--- src/rtl/spi_top_design.sv ---
// SPI loopback: internal master m1 serialises a WIDTH-bit word, slave s1 rebuilds it on dout.
// Ports: clk, rst (sync, active high), newd, din[WIDTH] in; dout[WIDTH], done out. Option: SPI_MSB_FIRST_EN.

module spi_master #(
   parameter int WIDTH   = 12,
   parameter int CLK_DIV = 10
) (
   input  logic             clk,
   input  logic             rst,
   input  logic             newd,
   input  logic [WIDTH-1:0] din,
   output logic             sclk,
   output logic             cs,
   output logic             mosi
);
   localparam int CW = (CLK_DIV > 1) ? $clog2(CLK_DIV) : 1;
   localparam int IW = $clog2(WIDTH + 1);
   localparam logic [CW-1:0] CMAX  = CW'(CLK_DIV - 1);
   localparam logic [IW-1:0] ILAST = IW'(WIDTH);

   typedef enum logic {IDLE, SEND} state_t;

   state_t           state, state_n;
   logic [CW-1:0]    cnt;
   logic [IW-1:0]    idx, idx_n;
   logic [WIDTH-1:0] data, data_n;
   logic             cs_n, mosi_n;
   logic             rise;
   logic             first_bit, next_bit;

   // Edge at which sclk is about to go 0->1.
   assign rise = (cnt == CMAX) && !sclk;

`ifdef SPI_MSB_FIRST_EN
   assign first_bit = din[WIDTH-1];
   assign next_bit  = data[ILAST - IW'(1) - idx];
`else
   assign first_bit = din[0];
   assign next_bit  = data[idx];
`endif

   always_ff @(posedge clk) begin
      if (rst) begin
         cnt  <= '0;
         sclk <= 1'b0;
      end else if (cnt == CMAX) begin
         cnt  <= '0;
         sclk <= ~sclk;
      end else begin
         cnt <= cnt + CW'(1);
      end
   end

   always_ff @(posedge clk) begin
      if (rst) begin
         state <= IDLE;
         idx   <= '0;
         data  <= '0;
         cs    <= 1'b1;
         mosi  <= 1'b0;
      end else begin
         state <= state_n;
         idx   <= idx_n;
         data  <= data_n;
         cs    <= cs_n;
         mosi  <= mosi_n;
      end
   end

   always_comb begin
      state_n = state;
      idx_n   = idx;
      data_n  = data;
      cs_n    = cs;
      mosi_n  = mosi;
      if (rise) begin
         unique case (state)
            IDLE: begin
               cs_n = 1'b1;
               if (newd) begin
                  data_n  = din;
                  cs_n    = 1'b0;
                  mosi_n  = first_bit;
                  idx_n   = IW'(1);
                  state_n = SEND;
               end
            end
            SEND: begin
               if (idx == ILAST) begin
                  cs_n    = 1'b1;
                  mosi_n  = 1'b0;
                  idx_n   = '0;
                  state_n = IDLE;
               end else begin
                  mosi_n = next_bit;
                  idx_n  = idx + IW'(1);
               end
            end
            default: state_n = IDLE;
         endcase
      end
   end
endmodule

module spi_slave #(
   parameter int WIDTH   = 12,
   parameter int CLK_DIV = 10
) (
   input  logic             clk,
   input  logic             rst,
   input  logic             sclk,
   input  logic             cs,
   input  logic             mosi,
   output logic [WIDTH-1:0] dout,
   output logic             done
);
   localparam int CW = (CLK_DIV > 1) ? $clog2(CLK_DIV) : 1;
   localparam int IW = $clog2(WIDTH + 1);
   localparam logic [CW-1:0] CMAX  = CW'(CLK_DIV - 1);
   localparam logic [IW-1:0] ILAST = IW'(WIDTH - 1);

   logic [CW-1:0]    cnt;
   logic [IW-1:0]    bcnt;
   logic [WIDTH-1:0] sr;
   logic [WIDTH-1:0] word;
   logic             rise;

   // Slave tracks the divider phase itself so it samples cs/mosi on the
   // same clk edge as the master's rising strobe, i.e. the values driven
   // one sclk period earlier.
   assign rise = (cnt == CMAX) && !sclk;

`ifdef SPI_MSB_FIRST_EN
   assign word = {sr[WIDTH-2:0], mosi};
`else
   assign word = {mosi, sr[WIDTH-1:1]};
`endif

   always_ff @(posedge clk) begin
      if (rst) begin
         cnt  <= '0;
         bcnt <= '0;
         sr   <= '0;
         dout <= '0;
         done <= 1'b0;
      end else begin
         done <= 1'b0;
         cnt  <= (cnt == CMAX) ? '0 : cnt + CW'(1);
         if (cs) begin
            bcnt <= '0;
         end else if (rise) begin
            sr <= word;
            if (bcnt == ILAST) begin
               dout <= word;
               done <= 1'b1;
               bcnt <= '0;
            end else begin
               bcnt <= bcnt + IW'(1);
            end
         end
      end
   end
endmodule

module spi_top_design #(
   parameter int WIDTH   = 12,
   parameter int CLK_DIV = 10
) (
   input  logic             clk,
   input  logic             rst,
   input  logic             newd,
   input  logic [WIDTH-1:0] din,
   output logic [WIDTH-1:0] dout,
   output logic             done
);
   logic sclk;
   logic cs;
   logic mosi;

   spi_master #(.WIDTH(WIDTH), .CLK_DIV(CLK_DIV)) m1 (
      .clk  (clk),
      .rst  (rst),
      .newd (newd),
      .din  (din),
      .sclk (sclk),
      .cs   (cs),
      .mosi (mosi)
   );

   spi_slave #(.WIDTH(WIDTH), .CLK_DIV(CLK_DIV)) s1 (
      .clk  (clk),
      .rst  (rst),
      .sclk (sclk),
      .cs   (cs),
      .mosi (mosi),
      .dout (dout),
      .done (done)
   );
endmodule

--- config.mk ---
export PLATFORM = sky130hd
export DESIGN_NAME = spi_top_design
export DESIGN_NICKNAME = d
export VERILOG_FILES = /design/src/rtl/spi_top_design.sv
export SDC_FILE = /design/constraint.sdc
export NUM_CORES = 1
export LEC_CHECK = 0
export CORE_ASPECT_RATIO = 0.7
export CORE_MARGIN = 3
export CORE_UTILIZATION = 47
export DETAILED_ROUTE_END_ITERATION = 7
export PLACE_DENSITY = 0.68
export SYNTH_ARGS = -nofsm -noshare
export SYNTH_HDL_FRONTEND = slang
export SYNTH_SLANG_ARGS = --single-unit
--- constraint.sdc ---
create_clock -name clk -period 1.7 [get_ports clk]
set_input_delay 0.34 -clock clk [delete_from_list [all_inputs] [get_ports clk]]
set_output_delay 0.34 -clock clk [all_outputs]
set_load 0.1 [all_outputs]
# ---- Yosys cells after proc, flatten, opt, wreduce, memory -nomap -nowiden
# Index checks and enable logic that the tools add are counted.
# W data, S select, Z words.
dict set report totals {
  regBits 57
  elab_cells 55
  output_inout_bits 13
  in_bits 15
}
dict set report op_classes {
  add_sub_neg 4
  n_bitwise 4
  n_eq_ne 6
  reduce_logical 12
  magnitude_cmp 1
  mux 16
}
# cell n
set op_table {}
lappend op_table {{$add A4 B1 Y4 const B} 4}
lappend op_table {{$eq A4 B4 Y1 const B} 4}
lappend op_table {{$mux W4} 3}
lappend op_table {{$mux W1} 8}
lappend op_table {{$pmux W4 S2} 1}
lappend op_table {{$pmux W1 S2} 3}
lappend op_table {{$reduce_and A2 Y1} 3}
lappend op_table {{$reduce_and A3 Y1} 2}
lappend op_table {{$reduce_or A2 Y1} 3}
lappend op_table {{$lt A4 B5 Y1 const B} 1}
lappend op_table {{$bmux W1 S4} 1}
lappend op_table {{$ne A2 B2 Y1 const B} 2}
lappend op_table {{$not A1 Y1} 4}
lappend op_table {{$reduce_or A3 Y1} 1}
lappend op_table {{$logic_and A1 B1 Y1} 2}
lappend op_table {{$logic_not A1 Y1} 1}

# ---- Depth between registers and ports, before layout
# Gate-level depths: netlist of run 1.
dict set report depth {
  ltp_word 4
  depth_mapped 8
  depth_no_buf 6
}

# ---- Hierarchy
# From an unflattened synthesis of run 1, not the netlist that was laid out.
dict set report hier_totals {
  hier_cells 270
  area_unflattened_um2 2508.7
}
# mod cells_each seq_area_each_um2 n_inst area_per_inst_um2
set modules_own_cells {}
lappend modules_own_cells {spi_slave 154 640.6 1 1356.3}
lappend modules_own_cells {spi_master 116 480.5 1 1152.4}

# ---- Least setup slack after synthesis of run 1
# OpenSTA, ideal clock, no wires.
dict set report synth_path {
  path_type {register to register}
  from {register m1.idx[1]}
  to {register m1.mosi}
  setup_time_ns 0.133
  n_path_buf 0
  t_required_ns 1.567
  slack_ns 0.156
  arrival_time_ns 1.411
  synth_period_minus_slack_ns 1.544
  stages_incl_launch_ff 5
  path_cell_list {dfxtp_1 > mux4_1 > mux2_2 > mux2i_1 > a211oi_1}
}
dict set report synth_between {
  elab_chain_len 4
  word_cells_on_any_way 5
  cone_classes {1 x eq/ne; 4 x mux}
}
# element line_no
set synth_rtl {}
lappend synth_rtl {{start, declared} 25} ;# logic [IW-1:0] idx, idx_n;
lappend synth_rtl {{start signal, assigned} 63} ;# idx <= idx_n;
lappend synth_rtl {{$bmux W1 S4} 39} ;# assign next_bit = data[idx];
lappend synth_rtl {{$mux W1 (implied by the code)} 39}
lappend synth_rtl {{$mux W1 *} 89} ;# if (idx == ILAST) begin
lappend synth_rtl {{$pmux W1 S2 *} 77} ;# unique case (state)
lappend synth_rtl {{end signal, assigned} 66} ;# mosi <= mosi_n;
lappend synth_rtl {{end, declared} 14} ;# output logic mosi
# Every way passes the cells marked *; elsewhere a longest branch is shown, timed or not. The select of a mux whose other input is x is not followed.
# A chain may end at the register's enable or synchronous reset.

# ---- Final worst setup path of run 1
dict set report layout_path {
  from {register m1.cnt[1]}
  to {register m1.idx[3]}
}
dict set report layout_between {
  elab_chain_len 3
}
# element line_no
set layout_rtl {}
lappend layout_rtl {{start, declared} 24} ;# logic [CW-1:0] cnt;
lappend layout_rtl {{start signal, assigned} 50} ;# cnt <= cnt + CW'(1);
lappend layout_rtl {{$eq A4 B4 Y1} 32} ;# assign rise = (cnt == CMAX) && !sclk;
lappend layout_rtl {{$logic_and A1 B1 Y1} 32}
lappend layout_rtl {{$reduce_and A2 Y1 (no source line)} --}
# Every way passes these cells.

==> results.sh, run 1 <==
export IMPL_leakage_nw=1.13
export IMPL_min_from="m1.data[4]"
export IMPL_routed_wl_um=4390
export IMPL_powerDensity_nw_per_um2=730
export IMPL_cts_buffers=5
export IMPL_io_buffers=27
export IMPL_layout_area_overhead_vs_synth_pct=25.2
export IMPL_fmax_ghz=0.629
export IMPL_drv_cap=0
export IMPL_wl_per_cell_um=12.5
export IMPL_start_util_pct=51.3
export IMPL_gp_congestion=0.775
export IMPL_async_flop_share_pct=0
export IMPL_synthTopCellsByCount="56 x dfxtp_1, 43 x nand2_1, 30 x a21oi_1, 26 x nor2_1, 15 x mux2i_1"
export IMPL_die_area_um2=5890
export IMPL_pin_count=28
export IMPL_syn_nets=278
export IMPL_synth_area_um2=2350
export IMPL_regToRegEndpoint="m1.idx[3]"
export IMPL_worstReg2RegStart="m1.cnt[1]"
export IMPL_slowest_delay_ns=0.34
export IMPL_final_setup_tns_ns=0
export IMPL_drive_gt1_share_pct=15.4
export IMPL_clock_sinks=56
export IMPL_synth_top_area_cell="dfxtp_1"
export IMPL_yosys_warnings=0
export IMPL_synth_edf_count=0
export IMPL_clockBufferDepth=2
export IMPL_slowest_stage="dfxtp_1"
export IMPL_fillerInstances=383
export IMPL_slew_headroom_pct=68.7
export IMPL_arrival_ns=1.79
export IMPL_core_area_um2=4580
export IMPL_ant_nets=0
export IMPL_drtIter0Drc=112
export IMPL_track_usage_pct=16.0
export IMPL_cts_tree="done"
export IMPL_worstPathRequired_ns=1.91
export IMPL_cts_setup_buffers=0
export IMPL_ir_drop_v=0.000472
export IMPL_die_w_um=90.5
export IMPL_diodes=0
export IMPL_period_minus_slack_ns=1.59
export IMPL_start_kind="flip-flop"
export IMPL_synth_main_ff_cell="dfxtp_1"
export IMPL_drv_slew=0
export IMPL_firstDrtPassIters=4
export IMPL_hold_viol=0
export IMPL_placementRows=20
export IMPL_finalCritPeriodShare_pct=93.5
export IMPL_critical_path_endpoint_type="flip-flop"
export IMPL_htreeDepth=2
export IMPL_syn_inst=256
export IMPL_rrSetupSlack_ns=0.11
export IMPL_grt_max_degree=34
export IMPL_antenna_found_initial=0
export IMPL_avgSynthCellArea_um2=9.17
export IMPL_fin_skew_ns=0.00955
export IMPL_finalSetupViolCount=0
export IMPL_ys_types=42
export IMPL_total_power_w=0.00215
export IMPL_rsz0062_at_grt="false"
export IMPL_vias=1833
export IMPL_root_buffer="clkbuf_8"
export IMPL_hold_path_class="reg2reg"
export IMPL_hpwl_um=3070
export IMPL_worst_pin_slew_ns=0.470
export IMPL_vias_per_cell=5.22
export IMPL_die_height_um=65.1
export IMPL_outcome="finished clean"
export IMPL_yosysMostFrequentCell="dfxtp_1"
export IMPL_final_cell_area_um2=2940
export IMPL_clkTransAtPathRegs_ns=0.09
export IMPL_critPathKind="reg2reg"
export IMPL_seq_area_frac_synth_pct=47.8
export IMPL_synth_area_leaders="dfxtp_1 48%, nand2_1 6.9%, a21oi_1 6.4%"
export IMPL_place_area_um2=2830
export IMPL_grt_pass1_vias=1730
export IMPL_synth_top_area_share_pct=47.8
export IMPL_ff2ff_path_depth=6
export IMPL_synth_seq_cells=56
export IMPL_hold_path_depth=2
export IMPL_gr_total_overflow=0
export IMPL_clock_latency_ns=0.31
export IMPL_drc=0
export IMPL_grt_pass1_wl_um=7720
export IMPL_hold_slack_ns=0.455
export IMPL_fin_nets=306
export IMPL_whs_endpoint="m1.data[4]"
export IMPL_path_cells="inv_1 > ha_2 > and4bb_2 > and2_2 > a41oi_1 > a311oi_1"
export IMPL_path_max_fanout=4
==> power by group <==
group	internal, W	total [W]	switching [W]	leakage, nW
Clock	0.000288	0.000705	0.000417	0.0479
Sequential	0.00132	0.00134	0.0000122	0.453
Combinational	0.0000587	0.000105	0.0000463	0.629
Total	0.00167	0.00215	0.000476	1.13
==> registers in the layout (all words and copies together) (netlist names) <==
name and cells:
m1.state 1, m1.mosi 1, m1.data 12, m1.idx 4
s1.done 1, m1.cnt 4, s1.dout 12, s1.sr 11
m1.sclk 1, s1.cnt 4, m1.cs 1, s1.bcnt 4
==> routing by layer <==
metal | vias to the layer above | GRT usage, % | share of wire, %
li1 | 943 | - | -
met1 | 852 | 22.1 | 53
met2 | 34 | 24.6 | 42
met3 | 4 | 3.66 | 3.8
met4 | 0 | 5.73 | 0.77
met5 | - | 0 | 0
==> cells in the final DEF (no fill, tap or decap), types with 6 or more instances in the layout <==
cell	netlist	layout
nand3_1	12	12
clkdlybuf4s50_1	0	13
nand2_1	43	42
mux2i_1	15	15
buf_4	1	8
ha_1	7	6
buf_12	0	14
nor2_1	26	26
a21oi_1	30	30
dfxtp_1	56	54
nor3_1	7	7
==> through the flow <==
| step | std cells | utilization (%) | setup WS [ns] |
|---|---|---|---|
| floorplan | 256 | - | 0.156 |
| global placement | 343 | 61.9 | 0.0119 |
| detailed placement | 343 | 61.9 | -0.00191 |
| CTS | 351 | 64.0 | 0.0401 |
| global route | 351 | 64.2 | 0.0131 |
| finish | 351 | 64.2 | 0.111 |
==> repair_timing <==
action                                  CTS  global route
cloned                                    0             0
resized for setup                         1             6
pin swaps                                 0             1
endpoints found under the setup margin    6            21
hold buffers                              0             0
==> layout make-up <==
| type | count | area (µm²) | share of cell area, % |
|---|---|---|---|
| multi-input combinational | 180 | 1150 | 39.2 |
| sequential | 56 | 1120 | 38.2 |
| timing repair buffer | 36 | 475 | 16.2 |
| tap | 66 | 82.6 | 2.81 |
| clock buffer | 5 | 68.8 | 2.34 |
| clock inverter | 3 | 18.8 | 0.639 |
| inverter | 5 | 18.8 | 0.639 |
==> how the worst max path moves through the flow <==
stage | startpoint | end | slack [ns]
final | m1.cnt[1] | m1.idx[3] | 0.11
after global routing | s1.cnt[1] | s1.dout[11] | 0.01
after CTS | m1.cnt[1] | m1.idx[3] | 0.04
after detailed placement | s1.cnt[0] | s1.dout[11] | -0.002
after global placement | newd | m1.mosi | 0.01
after floorplan | m1.idx[1] | m1.mosi | 0.16
==> critical path, delay by kind of cell (launching register included) <==
| family | cells | cell delay (ns) |
|---|---|---|
| fa+ha+maj | 1 | 0.22 |
| buf+inv | 1 | 0.06 |
| simple gates | 2 | 0.47 |
| compound gates | 2 | 0.41 |
| flops | 1 | 0.34 |
==> kinds of logic after synthesis <==
group | synth area share [%]
XOR/XNOR | 0.746
buffers and inverters | 3.84
adder cells (fa/ha/maj) | 3.73
AO/OA/AOI/OAI | 11.8
AND/OR/NAND/NOR | 21.4
flip-flops | 47.8
multiplexers | 10.7
Power figures use the tool's default switching activity.
==> run 2: changes to the inputs <==
--- a/config.mk
+++ b/config.mk
@@ -5,11 +5,13 @@
 export SDC_FILE = /design/constraint.sdc
 export NUM_CORES = 1
 export LEC_CHECK = 0
+export CELL_PAD_IN_SITES_DETAIL_PLACEMENT = 2
+export CELL_PAD_IN_SITES_GLOBAL_PLACEMENT = 2
 export CORE_ASPECT_RATIO = 0.7
 export CORE_MARGIN = 3
-export CORE_UTILIZATION = 47
+export CORE_UTILIZATION = 34
 export DETAILED_ROUTE_END_ITERATION = 7
-export PLACE_DENSITY = 0.68
+export PLACE_DENSITY = 0.77
 export SYNTH_ARGS = -nofsm -noshare
 export SYNTH_HDL_FRONTEND = slang
 export SYNTH_SLANG_ARGS = --single-unit
==> run 2 against run 1 <==
Compared with the run above:
- cell area increased by 4.3%
- via count increased by 6.9%
- flip-flop and latch count unchanged
- register-to-register slack about the same
- hold slack got worse by 0.00086 ns
- non-clock buffer count increased by 5
- combinational power increased by 7%
- largest cell class unchanged
- critical path depth increased by 1
- critical path type unchanged
- total power increased by 11%
==> results.sh, run 2 (synthesis gave the netlist of run 1 again) <==
export IMPL_layout_commonest_cell="dfxtp_1"
export IMPL_fin_nets=311
export IMPL_hold_slack_ns=0.454
export IMPL_reg_largest_list="m1.data (12), s1.dout (12), s1.sr (11)"
export IMPL_worst_pin_slew_ns=0.474
export IMPL_gp_congestion=0.747
export IMPL_cts_buffers=5
export IMPL_routed_wl_um=6060
export IMPL_critPathKind="reg2reg"
export IMPL_firstDrtPassIters=4
export IMPL_start_util_pct=36.4
export IMPL_start_kind="flip-flop"
export IMPL_die_area_um2=7950
export IMPL_cts_tree="done"
export IMPL_core_area_um2=6460
export IMPL_drtIter0Drc=79
export IMPL_critical_path_endpoint_type="flip-flop"
export IMPL_path_cells="inv_1 > ha_1 > and3b_2 > nand3_2 > buf_12 > mux2i_1 > nor2_1"
export IMPL_outcome="finished clean"
export IMPL_clockBufferDepth=2
export IMPL_slew_headroom_pct=68.4
export IMPL_gr_total_overflow=0
export IMPL_die_w_um=105
export IMPL_htreeDepth=2
export IMPL_finalCritPeriodShare_pct=93.9
export IMPL_globalRouteMet2Util_pct=26.5
export IMPL_hold_path_class="in2reg"
export IMPL_met1_usage_pct=20.9
export IMPL_hpwl_um=4200
export IMPL_layoutNonFillerInstCount=381
export IMPL_final_cell_area_um2=3070
export IMPL_path_max_fanout=12
export IMPL_arrival_ns=1.79
export IMPL_ir_drop_v=0.000358
export IMPL_worstPathRequired_ns=1.89
export IMPL_powerDensity_nw_per_um2=779
export IMPL_cts_setup_buffers=0
export IMPL_drv_slew=0
export IMPL_hold_viol=0
export IMPL_startpoint="s1.cnt[1]"
export IMPL_root_buffer="clkbuf_8"
export IMPL_grt_pass1_vias=2028
export IMPL_clkTransAtPathRegs_ns=0.10
export IMPL_diodes=0
export IMPL_drive_gt1_share_pct=17.2
export IMPL_min_from="rst"
export IMPL_wl_per_cell_um=15.9
export IMPL_fin_skew_ns=0.00721
export IMPL_ant_nets=0
export IMPL_ff2ff_path_depth=7
export IMPL_holdBufCountCts=0
export IMPL_fmax_ghz=0.627
export IMPL_met3_usage_pct=2.79
export IMPL_die_height_um=75.5
export IMPL_slowest_delay_ns=0.38
export IMPL_grt_pass1_wl_um=9900
export IMPL_mostFrequentLayoutCells="54 x dfxtp_1, 42 x nand2_1, 30 x a21oi_1, 25 x nor2_1, 16 x buf_12"
export IMPL_dp_cells=373
export IMPL_finalSetupViolCount=0
export IMPL_total_power_w=0.00239
export IMPL_setup_slack_ns=0.104
export IMPL_grt_max_degree=34
export IMPL_layout_area_overhead_vs_synth_pct=30.7
export IMPL_track_usage_pct=15.6
export IMPL_placementRows=24
export IMPL_top_usage_layer="met2"
export IMPL_clock_latency_ns=0.31
export IMPL_place_area_um2=2930
export IMPL_period_minus_slack_ns=1.60
export IMPL_io_buffers=27
export IMPL_slowest_stage="dfxtp_1"
export IMPL_vias_per_cell=5.14
export IMPL_leakage_nw=1.18
export IMPL_vias=1959
export IMPL_worstReg2RegStart="s1.cnt[1]"
export IMPL_clock_sinks=56
export IMPL_pin_count=28
export IMPL_drc=0
export IMPL_antenna_found_initial=0
export IMPL_dp_slack_ns=-0.0153
export IMPL_drv_cap=0
export IMPL_hold_path_depth=2
export IMPL_rsz0062_at_grt="false"
-- run 2: critical path, delay by kind of cell, from the launching register on --
kind	cells	cell delay, ns
simple gates	3	0.44
flops	1	0.38
buf+inv	2	0.21
fa+ha+maj	1	0.23
mux	1	0.22
-- run 2: per-stage QoR --
step	setup TNS, ns	utilization, %
6_report	0	47.5
4_1_cts	0	47.2
2_1_floorplan	0	-
5_1_grt	0	47.5
3_3_place_gp	0	45.3
3_5_place_dp	-0.0153	45.3
-- run 2: worst paths after layout --
path	to	slack, ns
setup / recovery	s1.dout[1]	0.10
hold / removal	m1.cnt[3]	0.45
setup reg to reg	s1.dout[1]	0.10
hold reg to reg	m1.data[10]	0.46
-- run 2: layout make-up --
class | count | area, µm²
flip-flops and latches | 56 | 1120
clock buffers | 6 | 82.6
clock inverters | 2 | 38.8
inverters | 5 | 18.8
multi-input cells | 180 | 1150
well taps | 91 | 114
fillers | 682 | 3390
repair buffers | 41 | 542
-- run 2: report_power, final --
group / switching [W] / total [W] / internal [W] / leakage, nW
Sequential: 0.0000136 / 0.00134 / 0.00132 / 0.453
Clock: 0.000456 / 0.000939 / 0.000483 / 0.0614
Combinational: 0.0000521 / 0.000112 / 0.0000599 / 0.666
-- run 2: repair_timing --
item | CTS | global route
pin swaps | 0 | 1
setup endpoints to repair | 1 | 28
gates resized for setup | 1 | 8
-- run 2: routing by layer --
metal / vias to the layer above / routed length, µm
li1: 949 / -
met1: 972 / 2900
met2: 33 / 2910
met3: 5 / 192
met4: 0 / 55
met5: - / 0
